--- src/rtl/soc_system_hps_fifo_buffer.sv ---
// Single-clock circular FIFO between the HPS writer and a fabric reader.
// Read latency is one cycle, and every status bit comes straight from a flop so the PIO capture logic sees clean edges.
module soc_system_hps_fifo_buffer #(
    parameter int DATA_WIDTH = 32,
    parameter int DEPTH      = 16,
    parameter int AF_LEVEL   = DEPTH - 2,
    parameter int AE_LEVEL   = 2
) (
    input  logic                    clk,
    input  logic                    reset,
    input  logic                    wr_en,
    input  logic [DATA_WIDTH-1:0]   wr_data,
    input  logic                    rd_en,
    output logic [DATA_WIDTH-1:0]   rd_data,
    output logic                    rd_valid,
    output logic [$clog2(DEPTH):0]  level,
    input  logic                    clear_flags,
    output logic [7:0]              status
);
    localparam int AW = $clog2(DEPTH);
    localparam int LW = AW + 1;

    logic [DATA_WIDTH-1:0] mem [DEPTH];
    logic [AW-1:0]         wr_ptr, rd_ptr;
    logic [LW-1:0]         level_nxt;
    logic                  rd_acc, wr_acc, ovf_set, udf_set;
    logic                  full_q, af_q, empty_q, ae_q, ovf_q, udf_q, half_q;

    // When the FIFO is full, a write can still be taken if a read frees a slot on the same edge.
    assign rd_acc  = rd_en && (level != '0);
    assign wr_acc  = wr_en && ((level != LW'(DEPTH)) || rd_acc);
    assign ovf_set = wr_en && !wr_acc;
    assign udf_set = rd_en && !rd_acc;

    always_comb begin
        level_nxt = level;
        case ({wr_acc, rd_acc})
            2'b10:   level_nxt = level + 1'b1;
            2'b01:   level_nxt = level - 1'b1;
            default: level_nxt = level;
        endcase
    end

    always_ff @(posedge clk) begin
        if (wr_acc && !reset)
            mem[wr_ptr] <= wr_data;
    end

    always_ff @(posedge clk) begin
        if (reset) begin
            wr_ptr   <= '0;
            rd_ptr   <= '0;
            level    <= '0;
            rd_valid <= 1'b0;
            rd_data  <= '0;
            full_q   <= 1'b0;
            af_q     <= 1'b0;
            empty_q  <= 1'b1;
            ae_q     <= 1'b1;
            ovf_q    <= 1'b0;
            udf_q    <= 1'b0;
            half_q   <= 1'b0;
        end else begin
            rd_valid <= rd_acc;
            if (rd_acc) begin
                rd_data <= mem[rd_ptr];
                rd_ptr  <= rd_ptr + 1'b1;
            end
            if (wr_acc)
                wr_ptr <= wr_ptr + 1'b1;
            level <= level_nxt;

            // Flags are computed from the next-state level, so they move on the same edge as level.
            full_q  <= (level_nxt == LW'(DEPTH));
            af_q    <= (level_nxt >= LW'(AF_LEVEL));
            empty_q <= (level_nxt == '0);
            ae_q    <= (level_nxt <= LW'(AE_LEVEL));
            half_q  <= (level_nxt >= LW'(DEPTH / 2));

            // Sticky errors: a new error in the same cycle beats clear_flags.
            if (ovf_set)          ovf_q <= 1'b1;
            else if (clear_flags) ovf_q <= 1'b0;
            if (udf_set)          udf_q <= 1'b1;
            else if (clear_flags) udf_q <= 1'b0;
        end
    end

    assign status = {1'b0, half_q, udf_q, ovf_q, ae_q, empty_q, af_q, full_q};

endmodule

--- config.mk ---
export PLATFORM = sky130hd
export DESIGN_NAME = soc_system_hps_fifo_buffer
export DESIGN_NICKNAME = d
export VERILOG_FILES = /design/src/rtl/soc_system_hps_fifo_buffer.sv
export SDC_FILE = /design/constraint.sdc
export NUM_CORES = 1
export LEC_CHECK = 0
export ABC_AREA = 0
export BUFFER_PORTS_ARGS = -buffer_cell sky130_fd_sc_hd__buf_2
export CAP_MARGIN = 10
export CORE_ASPECT_RATIO = 0.6
export CORE_MARGIN = 3
export CORE_UTILIZATION = 50
export CTS_CLUSTER_DIAMETER = 80
export CTS_CLUSTER_SIZE = 20
export DETAILED_ROUTE_END_ITERATION = 10
export PLACE_DENSITY_LB_ADDON = 0.05
export SLEW_MARGIN = 20
export SYNTH_ARGS = -nofsm -noshare
export SYNTH_HDL_FRONTEND = slang
export SYNTH_SLANG_ARGS = --single-unit
--- constraint.sdc ---
create_clock -name clk -period 8.9 [get_ports clk]
set_clock_uncertainty 0.1 [all_clocks]
set_input_delay 1.78 -clock clk [delete_from_list [all_inputs] [get_ports clk]]
set_output_delay 1.78 -clock clk [all_outputs]
set_load 0.02 [all_outputs]
==> impl_metrics.env, run 1 <==
export IMPL_ys_ff_latch=565
export IMPL_yosys_area_top_type="edfxtp_1"
export IMPL_grt_overflow_total=0
export IMPL_cp_data_required_time_ps=9250
export IMPL_num_vias=9755
export IMPL_drtPass1Iterations=8
export IMPL_end_kind="flop"
export IMPL_cp_arrival_ps=4530
export IMPL_fmax_ghz=0.239
export IMPL_via_per_inst=6.00
export IMPL_r2r_start="rd_ptr[1]"
export IMPL_cellPowerDensity_mw_per_mm2=249
export IMPL_cp_max_fo=15
export IMPL_layout_drive_gt1_share=0.306
export IMPL_worst_hold_slack_ps=381
export IMPL_rsz0062_at_grt="false"
export IMPL_ir_worst_vdd_v=0.000226
export IMPL_postRouteAntennaNets=0
export IMPL_io_buffer_count=81
export IMPL_drt_iter0_markers=948
export IMPL_slew_viol_final=0
export IMPL_grt_max_degree=107
export IMPL_syn_nets=995
export IMPL_yosysSeqAreaShare=0.763
export IMPL_crit_path_end="full_q"
export IMPL_r2r_setup_slack_ps=5230
export IMPL_post_cts_buffers=0
export IMPL_dp_hpwl_mm=25.4
export IMPL_gp_congestion=0.791
export IMPL_netlist_instances=949
export IMPL_busiest_layer="met1"
export IMPL_ys_warn_count=0
export IMPL_synth_area_per_cell_sq_um=22.7
export IMPL_start_util=0.510
export IMPL_clk_root_buffer_cell="clkbuf_16"
export IMPL_grt_pass1_wl_mm=67.6
export IMPL_die_h_um=167
export IMPL_path_class="primary input to flop"
export IMPL_die_area_sq_mm=0.0457
export IMPL_multi_input_area_sq_mm=0.00485
export IMPL_synth_area_top_cells="edfxtp_1 (71%), mux4_2 (16%), dfxtp_1 (4.9%), a22o_1 (1.3%), mux4_1 (0.73%)"
export IMPL_hold_buffers=0
export IMPL_yosys_cell_types_count=52
export IMPL_diodes=0
export IMPL_core_sq_mm=0.0422
export IMPL_routedWlPerCell_um=27.5
export IMPL_worstMarginPinSlew_ps=1020
export IMPL_cts_buffers=34
export IMPL_synth_edf_count=512
export IMPL_dieWidth_um=274
export IMPL_antenna_found_initial=1
export IMPL_cts_sinks=565
export IMPL_p_leak_nw=7.38
export IMPL_finalCritPeriodShare=0.470
export IMPL_maxSlewHeadroom=0.323
export IMPL_track_usage=0.201
export IMPL_met2_usage=0.278
export IMPL_synthToLayoutAreaGrowth_pct=9.96
export IMPL_hold_violations=0
export IMPL_clk_latency_ps=530
export IMPL_ctsResizeCount=0
export IMPL_clk_path_buf_depth=3
export IMPL_crit_path_start_kind="primary input"
export IMPL_fillers=3153
export IMPL_crit_start="wr_en"
export IMPL_synth_main_ff_cell="edfxtp_1"
export IMPL_tns_ps=0
export IMPL_clk_pin_slew_ps=80
export IMPL_r2r_cells=5
export IMPL_period_minus_slack_ps=4180
export IMPL_yosys_area_top_type_share=0.714
export IMPL_grt_util_met1=0.339
export IMPL_io_pins=83
export IMPL_grt_util_met3=0.0374
export IMPL_regArea_sq_mm=0.0164
export IMPL_netlist_area_sq_mm=0.0215
export IMPL_cts_max_level=2
export IMPL_regToRegEndpoint="rd_data[11]"
export IMPL_drc=0
export IMPL_maxCapViolations=0
export IMPL_async_flop_share=0
export IMPL_hp_class="flop to flop"
export IMPL_status="finished clean"
export IMPL_cts_tree="done"
export IMPL_setup_viol=0
export IMPL_rows=58
export IMPL_grt_pass1_vias=9866
export IMPL_drt_wl_total_mm=44.6
export IMPL_nets=1077
[stage by stage]
stage	instance area (sq um)	power [mW]	utilization	cells	setup WS, ps
finish	23700	5.89	0.561	1626	4720
floorplan	21500	4.07	-	949	3570
detailed placement	22700	4.36	0.537	1565	4170
global placement	22600	4.36	0.535	1563	4210
CTS	23700	5.96	0.561	1626	4740
global route	23700	6.16	0.561	1626	4490
[power breakdown]
part	switching, mW	internal [mW]	leakage, nW	total, mW
Combinational	0.605	0.582	1.84	1.19
Clock	0.829	0.784	0.490	1.61
Sequential	0.106	2.99	5.05	3.09
Total	1.54	4.35	7.38	5.89
[layout by cell type (no fill, tap or decap), types with 2 or more instances in the layout]
cell       instances
nor3_1             3
edfxtp_1         512
ha_1               8
xor2_1             4
nor3_2             4
a31oi_1            3
xnor2_1            5
nand2b_1           6
buf_4             22
a21o_1             4
buf_2             81
a21oi_1           12
buf_12             2
o21ai_0            6
dfxtp_4            2
dfxtp_2            2
mux4_2           154
nor2_4            13
nor2_1            12
nand4_1            2
inv_1              4
dfxtp_1           49
mux4_1             6
clkbuf_16         37
mux2i_1            2
nand3_1            3
a22o_1            33
clkbuf_1          23
nand2_1           13
a32oi_1            2
[per-layer routing]
| layer | vias up | routed length [um] | share of wire |
|---|---|---|---|
| met5 | - | 8 | 0.00018 |
| met4 | 2 | 561 | 0.013 |
| met3 | 52 | 2440 | 0.055 |
| met2 | 247 | 19400 | 0.43 |
| met1 | 5289 | 22300 | 0.50 |
| li1 | 4165 | - | - |
[layout make-up]
type	instances	share of cell area
clock buffer	60	0.0427
clock inverter	1	0.000687
inverter	5	0.000792
multi-input combinational	319	0.205
sequential	565	0.694
tap	570	0.0301
timing repair buffer	106	0.0269
[flip-flops by register name, indices dropped and copies added, names as in the netlist, 4 cells and up]
register  cells
level         5
wr_ptr        4
mem         512
rd_ptr        4
rd_data      32
[worst max-delay path, stage by stage]
cell,delay [ps]
buf_2,190
nand2b_1,190
a21oi_1,460
ha_1,390
a21o_1,190
a2111oi_0,440
o21ai_0,140
a31oi_1,480
nor3b_1,270
[kinds of logic after synthesis]
kind of cell             Yosys count  share of synthesized area
multiplexers                     162                      0.169
buffers and inverters             65                     0.0177
AND/OR/NAND/NOR                   67                     0.0156
flip-flops                       565                      0.763
XOR/XNOR                           9                    0.00366
other                              1                   0.000174
AO/OA/AOI/OAI                     71                     0.0252
adder cells (fa/ha/maj)            9                    0.00558
[Yosys cell counts (3+ instances only)]
library cell / count
clkbuf_1: 20
a21oi_1: 12
buf_4: 9
o21ai_0: 6
dfxtp_1: 53
nand2_1: 13
edfxtp_1: 512
inv_1: 4
ha_1: 8
nor3_1: 7
a31oi_1: 3
buf_6: 10
xor2_1: 4
nand2b_1: 6
buf_1: 10
a21o_1: 4
buf_2: 9
xnor2_1: 5
mux4_1: 6
mux4_2: 154
nor2_1: 25
a22o_1: 33
nand3_1: 3
[worst min-delay path by stage]
stage,start,cells after the start,end
floorplan,udf_q,2,udf_q
global placement,rd_data[26],1,rd_data[26]
detailed placement,rd_data[20],1,rd_data[20]
CTS,rd_data[29],1,rd_data[29]
global route,rd_data[16],1,rd_data[16]
finish,rd_data[5],1,rd_data[5]
Note: power is estimated with default switching activity, not from simulation.
==> run 2, diff against run 1 <==
--- a/config.mk
+++ b/config.mk
@@ -5,7 +5,7 @@
 export SDC_FILE = /design/constraint.sdc
 export NUM_CORES = 1
 export LEC_CHECK = 0
-export ABC_AREA = 0
+export ABC_AREA = 1
 export BUFFER_PORTS_ARGS = -buffer_cell sky130_fd_sc_hd__buf_2
 export CAP_MARGIN = 10
 export CORE_ASPECT_RATIO = 0.6
==> constraint.sdc (replaced) <==
create_clock -name clk -period 3.4 [get_ports clk]
set_clock_uncertainty 0.1 [all_clocks]
set_input_delay 0.68 -clock clk [delete_from_list [all_inputs] [get_ports clk]]
set_output_delay 0.68 -clock clk [all_outputs]
set_load 0.02 [all_outputs]
==> run 2 against run 1 <==
Clock-buffer cell count did not move. Via count increased by 47%. Utilization grew 0.12 points. Worst hold slack got worse by 94 ps. Critical path type is now flop to flop. Register-to-register slack worse by 4400 ps. First-iteration DRC count up 82%. Largest power group unchanged. Global-route usage grew 4.5 points.
==> impl_metrics.env, run 2 <==
export IMPL_synth_common_cells="edfxtp_1 (512), nor2_1 (471), o21ai_0 (198)"
export IMPL_grt_pass1_wl_mm=87.4
export IMPL_final_common_cell="edfxtp_1"
export IMPL_synth_area_per_cell_sq_um=12.2
export IMPL_ir_worst_vdd_v=0.000534
export IMPL_gp_congestion=0.798
export IMPL_r2r_cells=7
export IMPL_yosys_area_top_type="edfxtp_1"
export IMPL_largest_reg_flops=512
export IMPL_routedWlPerCell_um=23.4
export IMPL_track_usage=0.245
export IMPL_async_flop_share=0
export IMPL_cp_max_fo=14
export IMPL_cellPowerDensity_mw_per_mm2=750
export IMPL_diodes=0
export IMPL_yosysMostFrequentCell="edfxtp_1"
export IMPL_synth_edf_count=512
export IMPL_reg_largest_list="mem: 512 flops, rd_data: 32 flops, level: 5 flops"
export IMPL_drt_iter0_markers=1727
export IMPL_drtPass1Iterations=5
export IMPL_hold_depth=4
export IMPL_dp_cells=2414
export IMPL_finalCritPeriodShare=0.769
export IMPL_dp_hpwl_mm=34.7
export IMPL_holdPathEnd="ovf_q"
export IMPL_r2r_setup_slack_ps=780
export IMPL_antenna_found_initial=0
export IMPL_yosys_cell_types_count=23
export IMPL_clk_pin_slew_ps=90
export IMPL_cts_tree="done"
export IMPL_largest_register="mem"
export IMPL_nets=1917
export IMPL_period_minus_slack_ps=2620
export IMPL_syn_nets=1876
export IMPL_synth_area_top_cells="edfxtp_1 (69%), nor2_1 (7.9%), dfxtp_1 (4.7%), o21ai_0 (4.4%), o211ai_1 (4.3%)"
export IMPL_grt_max_degree=155
export IMPL_layout_common_cells="edfxtp_1 (512), nor2_1 (463), o21ai_0 (198), o211ai_1 (128), nand3_1 (113)"
export IMPL_grt_overflow_total=0
export IMPL_hp_start="clear_flags"
export IMPL_dieWidth_um=279
export IMPL_clk_root_buffer_cell="clkbuf_16"
export IMPL_netlist_area_sq_mm=0.0224
export IMPL_end_kind="flop"
export IMPL_path_class="flop to flop"
export IMPL_maxSlewHeadroom=0.342
export IMPL_core_sq_mm=0.0438
export IMPL_synth_main_ff_cell="edfxtp_1"
export IMPL_ys_ff_latch=565
export IMPL_status="finished clean"
export IMPL_power_mw=18.5
export IMPL_die_h_um=170
export IMPL_cts_max_level=2
export IMPL_ys_warn_count=0
export IMPL_cts_buffers=34
export IMPL_tns_ps=0
export IMPL_hold_violations=0
export IMPL_grt_pass1_vias=13500
export IMPL_die_area_sq_mm=0.0475
export IMPL_io_buffer_count=81
export IMPL_cp_arrival_ps=2770
export IMPL_ctsResizeCount=0
export IMPL_netlist_instances=1830
export IMPL_rows=59
export IMPL_hold_buffers=0
export IMPL_post_cts_buffers=0
export IMPL_hp_class="primary input to flop"
export IMPL_slew_viol_final=0
export IMPL_yosysSeqAreaShare=0.733
export IMPL_start_util=0.512
export IMPL_clk_latency_ps=550
export IMPL_cts_sinks=565
export IMPL_r2r_start="level[0]"
export IMPL_regToRegEndpoint="mem[9][7]"
export IMPL_instances_no_fill=2475
export IMPL_crit_path_start_kind="flop"
export IMPL_drt_wl_total_mm=57.8
export IMPL_worstMarginPinSlew_ps=987
export IMPL_num_vias=14300
export IMPL_yosys_area_top_type_share=0.686
export IMPL_maxCapViolations=0
export IMPL_drc=0
export IMPL_postRouteAntennaNets=0
export IMPL_layout_drive_gt1_share=0.103
export IMPL_p_leak_nw=8.27
export IMPL_fmax_ghz=0.382
export IMPL_fillers=3624
export IMPL_io_pins=83
export IMPL_rsz0062_at_grt="false"
export IMPL_via_per_inst=5.78
export IMPL_cp_data_required_time_ps=3550
export IMPL_clk_path_buf_depth=3
export IMPL_setup_viol=0
export IMPL_synthToLayoutAreaGrowth_pct=9.79
==> run 2: cell types whose count changed after synthesis, sizes merged, moves of 25 or more <==
cell	change
buf	+25
o211ai	+127
nor2	+446
nand3	+110
clkbuf	+42
o21ai	+258
mux4	-160
a22o	-33
inv	+50
nand2	+63
==> run 2: final cells by class <==
type | count | area (sq um) | share of cell area
clock buffers | 60 | 1010 | 0.0411
well taps | 579 | 724 | 0.0294
clock inverters | 1 | 16.3 | 0.000661
inverters | 54 | 210 | 0.00854
multi-input cells | 1084 | 5260 | 0.214
flip-flops and latches | 565 | 16400 | 0.668
repair buffers | 132 | 938 | 0.0381
==> run 2: cells by family after synthesis <==
group                      synth area share
buffers and inverters                0.0371
AOI/OAI and AO/OA                     0.104
adders and majority gates           0.00536
xor gates and xnor gates           0.000391
DFF                                   0.733
and+or+nand+nor                       0.119
other                              0.000167
==> run 2: layer usage <==
| layer | track usage | vias to the layer above | wire length, um |
|---|---|---|---|
| li1 | - | 6626 | - |
| met4 | 0.0440 | 0 | 856 |
| met5 | 0 | - | 0 |
| met1 | 0.393 | 7143 | 28100 |
| met3 | 0.0378 | 63 | 3940 |
| met2 | 0.359 | 468 | 24900 |
==> run 2: critical path: stages, from the launching register on <==
cell     delay (ps)
dfxtp_1         470
nor2_1          120
nand3_1         100
nand2_1         190
nor2_1          220
nand2_1         260
nor2_4          530
buf_4           320
==> run 2: worst max-delay path by stage <==
stage                        start  cells after the start    endpoint  slack, ps
after floorplan              rd_en                      6  mem[10][0]       -500
after global placement       rd_en                      8   mem[9][2]        540
after global routing      level[0]                      7   mem[9][7]        610
after detailed placement     rd_en                      8   mem[9][7]        500
after CTS                 level[0]                      7   mem[9][1]        800
final                     level[0]                      7   mem[9][7]        780
==> run 2: power by group <==
part | internal (mW) | switching, mW
Combinational | 1.84 | 4.13
Clock | 2.05 | 2.24
Sequential | 7.92 | 0.265
==> run 2: through the flow <==
| step | hold WS, ps | cell area [sq um] | utilization | worst slack (ps) |
|---|---|---|---|---|
| 2_1_floorplan | 344 | 22400 | - | -496 |
| 3_3_place_gp | 348 | 23600 | 0.539 | 538 |
| 3_5_place_dp | 356 | 23600 | 0.539 | 497 |
| 4_1_cts | 265 | 24600 | 0.562 | 805 |
| 5_1_grt | 324 | 24600 | 0.562 | 609 |
| 6_report | 287 | 24600 | 0.562 | 784 |
